**src/rtl/pipelined_addsub.sv**
```systemverilog
// Carry-segmented add/subtract pipeline with optional signed saturation and a saturating overflow counter.
// Latency STAGES cycles at one beat/cycle; a stalled output freezes every stage and drops in_ready.
module pipelined_addsub #(
    parameter int WIDTH  = 16,
    parameter int STAGES = 4,
    parameter int CNT_W  = 16
) (
    input  logic             clk,
    input  logic             rst_n,
    input  logic             in_valid,
    output logic             in_ready,
    input  logic [WIDTH-1:0] a,
    input  logic [WIDTH-1:0] b,
    input  logic             mode,
    input  logic             sat_en,
    output logic             out_valid,
    input  logic             out_ready,
    output logic [WIDTH-1:0] sum,
    output logic             cout,
    output logic             overflow,
    output logic [CNT_W-1:0] ovf_cnt
);

    localparam int SEG = WIDTH / STAGES;

    logic             advance;
    logic             stage_vld [0:STAGES-1];
    logic [WIDTH-1:0] stage_a   [0:STAGES-1];
    logic [WIDTH-1:0] stage_b   [0:STAGES-1];
    logic [WIDTH-1:0] stage_s   [0:STAGES-1];
    logic             stage_c   [0:STAGES-1];
    logic             stage_sat [0:STAGES-1];

    logic [WIDTH-1:0] nxt_s [0:STAGES-1];
    logic             nxt_c [0:STAGES-1];
    logic [SEG:0]     seg_sum;

    logic [WIDTH-1:0] raw_sum;
    logic             raw_cout;
    logic             raw_ovf;
    logic             last_a_msb;
    logic             last_b_msb;
    logic [WIDTH-1:0] sat_val;
    logic [WIDTH-1:0] final_sum;

    assign advance  = !out_valid || out_ready;
    assign in_ready = advance;

    // Stage k resolves segment k; stage_a/stage_b keep the untouched upper segments
    // skewed alongside, stage_s carries the finished lower sum bits forward.
    always_comb begin
        seg_sum = '0;
        for (int k = 0; k < STAGES; k++) begin
            seg_sum  = {1'b0, stage_a[k][k*SEG +: SEG]}
                     + {1'b0, stage_b[k][k*SEG +: SEG]}
                     + {{SEG{1'b0}}, stage_c[k]};
            nxt_s[k] = stage_s[k];
            nxt_s[k][k*SEG +: SEG] = seg_sum[SEG-1:0];
            nxt_c[k] = seg_sum[SEG];
        end
    end

    assign raw_sum    = nxt_s[STAGES-1];
    assign raw_cout   = nxt_c[STAGES-1];
    assign last_a_msb = stage_a[STAGES-1][WIDTH-1];
    assign last_b_msb = stage_b[STAGES-1][WIDTH-1];
    // stage_b already holds ~B for subtract, so the sign rule covers both modes.
    assign raw_ovf    = (last_a_msb == last_b_msb) && (raw_sum[WIDTH-1] != last_a_msb);
    assign sat_val    = last_a_msb ? {1'b1, {(WIDTH-1){1'b0}}} : {1'b0, {(WIDTH-1){1'b1}}};
    assign final_sum  = (stage_sat[STAGES-1] && raw_ovf) ? sat_val : raw_sum;

    always_ff @(posedge clk or negedge rst_n) begin
        if (!rst_n) begin
            for (int k = 0; k < STAGES; k++) begin
                stage_vld[k] <= 1'b0;
                stage_a[k]   <= '0;
                stage_b[k]   <= '0;
                stage_s[k]   <= '0;
                stage_c[k]   <= 1'b0;
                stage_sat[k] <= 1'b0;
            end
            out_valid <= 1'b0;
            sum       <= '0;
            cout      <= 1'b0;
            overflow  <= 1'b0;
            ovf_cnt   <= '0;
        end else begin
            if (advance) begin
                stage_vld[0] <= in_valid;
                stage_a[0]   <= a;
                stage_b[0]   <= mode ? ~b : b;
                stage_s[0]   <= '0;
                stage_c[0]   <= mode;
                stage_sat[0] <= sat_en;
                for (int k = 1; k < STAGES; k++) begin
                    stage_vld[k] <= stage_vld[k-1];
                    stage_a[k]   <= stage_a[k-1];
                    stage_b[k]   <= stage_b[k-1];
                    stage_s[k]   <= nxt_s[k-1];
                    stage_c[k]   <= nxt_c[k-1];
                    stage_sat[k] <= stage_sat[k-1];
                end
                out_valid <= stage_vld[STAGES-1];
                if (stage_vld[STAGES-1]) begin
                    sum      <= final_sum;
                    cout     <= raw_cout;
                    overflow <= raw_ovf;
                end
            end
            if (out_valid && out_ready && overflow && (ovf_cnt != {CNT_W{1'b1}})) begin
                ovf_cnt <= ovf_cnt + CNT_W'(1);
            end
        end
    end

endmodule

```
**config.mk**
```make
export PLATFORM = sky130hd
export DESIGN_NAME = pipelined_addsub
export DESIGN_NICKNAME = d
export VERILOG_FILES = /design/src/rtl/pipelined_addsub.sv
export SDC_FILE = /design/constraint.sdc
export NUM_CORES = 1
export LEC_CHECK = 0
export ABC_CLOCK_PERIOD_IN_PS = 3850
export CAP_MARGIN = 0
export CORE_ASPECT_RATIO = 0.6
export CORE_MARGIN = 2
export CORE_UTILIZATION = 45
export CTS_BUF_LIST = sky130_fd_sc_hd__clkbuf_4 sky130_fd_sc_hd__clkbuf_8 sky130_fd_sc_hd__clkbuf_16
export DETAILED_ROUTE_END_ITERATION = 6
export PLACE_DENSITY_LB_ADDON = 0.12
export SLEW_MARGIN = 20
export SYNTH_ARGS = -nofsm -noshare
export SYNTH_HDL_FRONTEND = slang
export SYNTH_SLANG_ARGS = --single-unit
export TNS_END_PERCENT = 100
```
**constraint.sdc**
```tcl
create_clock -name clk -period 3.85 [get_ports clk]
set_clock_uncertainty 0.2 [all_clocks]
set_input_delay 0.5775 -clock clk [delete_from_list [all_inputs] [get_ports clk]]
set_output_delay 0.5775 -clock clk [all_outputs]
set_load 0.01 [all_outputs]
```
# After elaboration in Yosys (flattened, before gate mapping)
# Cells that the tools add are included.
[word_totals]
in_bits = 38
register_bits = 199
wordCells = 52
output_inout_bits = 36
[classes]
n_reduce_logical = 8
eq_ne = 3
addsub = 9
mux = 3
bitwise = 1
[op_table]
columns = ["op", "n"]
rows = [
  ["$mux 16", 3],
  ["$add 4x4->5", 4],
  ["$add 5x1->5", 4],
  ["$add 16x1->16 const B", 1],
  ["$ne 16x16->1 const B", 1],
  ["$not 16->16", 1],
  ["$logic_and 1x1->1", 5],
  ["$reduce_and 2->1", 1],
  ["$eq 1x1->1", 1],
  ["$logic_not 1->1", 1],
  ["$logic_or 1x1->1", 1],
  ["$ne 1x1->1", 1],
]

# Depth between registers and ports, before layout
[depth]
word_depth = 6
depth_mapped = 7
depth_no_buf = 6

# Worst setup path after synthesis
# Ideal clock, no wire load.
[synth_timing]
kind = "flip-flop to flip-flop"
startpoint = "reg stage_a[12] (netlist bit)"
endpoint = "reg sum[4]"
stages_incl_launch_ff = 7
arrival_ns = 1.777
n_path_buf = 1
setup_time_ns = 0.123
required_ns = 3.527
period_less_slack_ns = 2.100
slack_ns = 1.750
path_cell_list = "dfrtp_1 > fa_1 > a21o_1 > a211oi_1 > nand3_2 > buf_6 > o221a_2"
[synth_via]
elab_chain_cells = 6
[synth_lines]
columns = ["element", "line", "text"]
rows = [
  ["from (decl)", "28", "logic [WIDTH-1:0] stage_a [0:STAGES-1];"],
  ["from (signal, indexed assignment)", "97", "stage_a[k] <= stage_a[k-1];"],
  ["$add 4x4->5", "55", "+ {1'b0, stage_b[k][k*SEG +: SEG]}"],
  ["$add 5x1->5", "56", "+ {{SEG{1'b0}}, stage_c[k]};"],
  ["$ne 1x1->1", "68", "assign raw_ovf = (last_a_msb == last_b_msb) && (raw_sum[WIDTH-1] != last_a_msb);"],
  ["$logic_and 1x1->1", "68", ""],
  ["$logic_and 1x1->1", "70", "assign final_sum = (stage_sat[STAGES-1] && raw_ovf) ? sat_val : raw_sum;"],
  ["$mux 16", "70", ""],
  ["to (signal assigned)", "105", "sum <= final_sum;"],
  ["to (decl)", "18", "output logic [WIDTH-1:0] sum,"],
]
# No other way between the ends.
# A chain may end at the register's enable or synchronous reset.

# Worst setup path after layout
[layout_timing]
startpoint = "reg stage_a, in the netlist last_a_msb"
endpoint = "reg sum[2]"
[layout_via]
elab_chain_cells = 6
elab_cells_between_ends = 8
classes_between = "add/sub: 2; eq/ne: 2; mux: 2; reduce/logical: 2"
[layout_lines]
columns = ["element", "line"]
rows = [
  ["$add 4x4->5", "55"],
  ["$add 5x1->5", "56"],
  ["$ne 1x1->1", "68"],
  ["$logic_and 1x1->1", "68"],
  ["$logic_and 1x1->1", "70"],
  ["$mux 16 (*)", "70"],
]
# Every way passes the cells marked *; elsewhere a longest branch is shown, timed or not.

==> impl_metrics.yaml <==
clock_network:
  ctsHtreeMaxLevel: 4
  clock_path_buffers: 2
  cts_sinks: 151
  clkLatencyLatePin_ns: 0.42
  cts_tree: "built"
  cts.repair.resized: 0
  cts-hold-fix-buffers: 0
  post_cts_buffers: 0
  cts_inserted_buffers: 17
  cts_root_buf: "clkbuf_16"
  clk_pin_slew_worst_paths_ns: 0.06
drt:
  viasPerCell: 4.93
  drc: 0
  via_count: 4650
  postRouteAntennaNets: 0
  wl_um: 13400
  drtIter0Drc: 271
  routedWlPerCell_um: 14.2
  drtPass1Iterations: 7
timing:
  rsz0062_at_grt: "false"
  hold_viol: 0
  min_period_ns: 2.62
  fmax_mhz: 381
  relSlewSlack_pct: 31.5
  tightestPinTransition_ns: 1.02
  min_period_over_period_pct: 68.2
  maxSlewViolCount: 0
  final.setup.tns_ns: 0
  finalSetupViolCount: 0
  timing.final.ws_setup_ns: 1.23
power_and_ir_drop:
  leakage_uw: 0.00389
  vdd_ir_drop_max_mv: 0.296
  total_power_uw: 6400
  p_per_area_mw_per_mm2: 794
global_routing:
  grt_usage_pct: 18.4
  antenna_found_initial: 0
  grt_pass1_vias: 4557
  grt_start_max_net_pins: 122
  grt_pass1_wl_um: 22800
  grt-ovfl-total: 0
setup_path:
  crit_fanout: 14
  critPathArrivalTime_ns: 2.77
  cpPeakStageDelay_ns: 0.86
  slowest_stage: "o31ai_2"
  end_kind: "register"
  start_kind: "register"
  r2r_slack_ns: 1.23
  crit-reg2reg-launch: "last_a_msb"
  cp_cell_sequence: "ha_1 -> nand2b_1 -> o31ai_2 -> o221a_2"
  worstSetupStartpoint: "last_a_msb"
  crit_type: "reg2reg"
  crit_required_ns: 4.00
yosys:
  async_reset_ff_share_pct: 100
  post_synth_instance_area_mm2: 0.00656
  synth_edf_count: 0
  syn_nets: 727
  synth.avg_cell_area_um2: 9.82
  ys_types: 51
  syn_inst: 668
  ys_ff_latch: 151
  yosysSeqAreaShare_pct: 57.6
  yosysWarnings: 0
  synth-main-ff-cell: "dfrtp_1"
placed_design:
  dp_slack_ns: 1.10
  io_buffers: 73
  dp_hpwl_um: 9030
  place.gp.congestion: 0.775
  placed_area_mm2: 0.00746
finish:
  drive_gt1_share_pct: 7.38
  nets: 793
  fillers: 1316
  design_area_mm2: 0.00806
  seq_area_mm2: 0.00378
  multi_input_area_mm2: 0.00259
  area_delta_synth_final_pct: 22.9
  num_antenna_cells: 0
run:
  cap_violations: 0
floorplan:
  core_mm2: 0.0144
  rows: 34
  die_y_um: 97.5
  die_area_mm2: 0.0156
  start_util_pct: 45.6
  ios: 74
  die_width_um: 160
min_path:
  hp-class: "in2async"
outcome:
  outcome: "finished clean"
routing by layer:
layer / track usage (%) / share of wire [%] / wire, um
met4: 5.82 / 0.90 / 120
met3: 4.40 / 3.6 / 483
met2: 26.4 / 43 / 5720
met5: 0 / 0 / 0
met1: 27.6 / 53 / 7080
critical path: cells and delay by family, from the launching register on:
| kind | cells | cell delay (ns) |
|---|---|---|
| adders and majority gates | 1 | 0.42 |
| DFF | 1 | 0.50 |
| and+or+nand+nor | 1 | 0.22 |
| AOI/OAI and AO/OA | 2 | 1.22 |
state kept, by name (all words and copies together), names as in the netlist:
register / cells
last_a_msb: 1
last_b_msb: 1
stage_b: 39
ovf_cnt: 16
nxt_s: 24
stage_sat: 4
overflow: 1
stage_c: 4
stage_a: 39
out_valid: 1
stage_vld: 4
sum: 16
cout: 1
power breakdown:
part | switching [uW] | internal [uW] | leakage [uW]
combinational | 1100 | 953 | 0.00176
sequential | 428 | 2240 | 0.00184
clock | 613 | 1070 | 0.000294
cells by family after synthesis:
kind of cell	synth area share (%)
muxes	0.400
and+or+nand+nor	20.8
DFF	57.6
adders and majority gates	4.92
xor gates and xnor gates	4.67
AOI/OAI and AO/OA	8.66
buffers and inverters	2.96
synthesized netlist by cell type, types with 2 or more instances:
| cell | instances | area share [%] |
|---|---|---|
| a211oi_1 | 2 | 0.23 |
| a21o_1 | 4 | 0.46 |
| a21oi_1 | 18 | 1.4 |
| a21oi_2 | 2 | 0.27 |
| buf_2 | 5 | 0.38 |
| clkbuf_1 | 23 | 1.3 |
| dfrtp_1 | 151 | 58 |
| fa_1 | 8 | 2.4 |
| ha_1 | 13 | 2.5 |
| inv_1 | 15 | 0.86 |
| nand2_1 | 275 | 16 |
| nand2b_1 | 2 | 0.19 |
| nand3_1 | 5 | 0.38 |
| nand4_1 | 5 | 0.48 |
| nor2_1 | 15 | 0.86 |
| nor2b_1 | 4 | 0.38 |
| nor3_1 | 4 | 0.31 |
| nor4_1 | 3 | 0.29 |
| o21ai_0 | 36 | 2.7 |
| o221a_1 | 8 | 1.4 |
| o221a_2 | 6 | 1.0 |
| o31ai_1 | 2 | 0.23 |
| xnor2_1 | 16 | 2.1 |
| xor2_1 | 19 | 2.5 |
path summary, 6_finish.rpt:
path | endpoint | cells after the start
min in group clk | stage_b[40] | 2
min | ovf_cnt[4] | 1
max | sum[2] | 4
max reg2reg | sum[2] | 4
max in group asynchronous | nxt_s[32] | 2
min reg2reg | stage_b[40] | 2
placed cells by master, fill, tap and decap left out, types with 2 or more instances in the layout:
master / instances
nor2b_1: 4
nand3_1: 5
xnor2_1: 16
ha_1: 13
nand2_1: 275
o21ai_0: 36
clkbuf_16: 17
buf_4: 3
nor3_1: 4
bufinv_16: 3
a21oi_2: 2
clkinvlp_4: 2
clkbuf_8: 3
o221a_2: 6
a211oi_1: 2
nor2_1: 15
o221a_1: 8
inv_1: 15
xor2_1: 19
a21oi_1: 18
a21o_1: 4
o31ai_1: 2
clkdlybuf4s50_1: 72
buf_6: 2
nor4_1: 3
dfrtp_1: 151
fa_1: 8
nand2b_1: 2
nand4_1: 5
clkinv_2: 5
area by class of cell:
| class | count | area share (%) |
|---|---|---|
| clock inverters | 9 | 1.55 |
| clock buffers | 21 | 5.88 |
| flip-flops and latches | 151 | 46.9 |
| inverters | 16 | 0.761 |
| well taps | 198 | 3.07 |
| multi-input cells | 470 | 32.1 |
| repair buffers | 78 | 9.75 |
through the flow:
stage | std cells | hold WS, ns | utilization [%]
3_5_place_dp | 913 | 0.255 | 51.9
4_1_cts | 943 | 0.0756 | 56.0
3_3_place_gp | 913 | 0.251 | 51.9
6_report | 943 | 0.0328 | 56.1
5_1_grt | 943 | 0.0890 | 56.1
2_1_floorplan | 668 | 0.0819 | -
(Power assumes the default switching activity.)
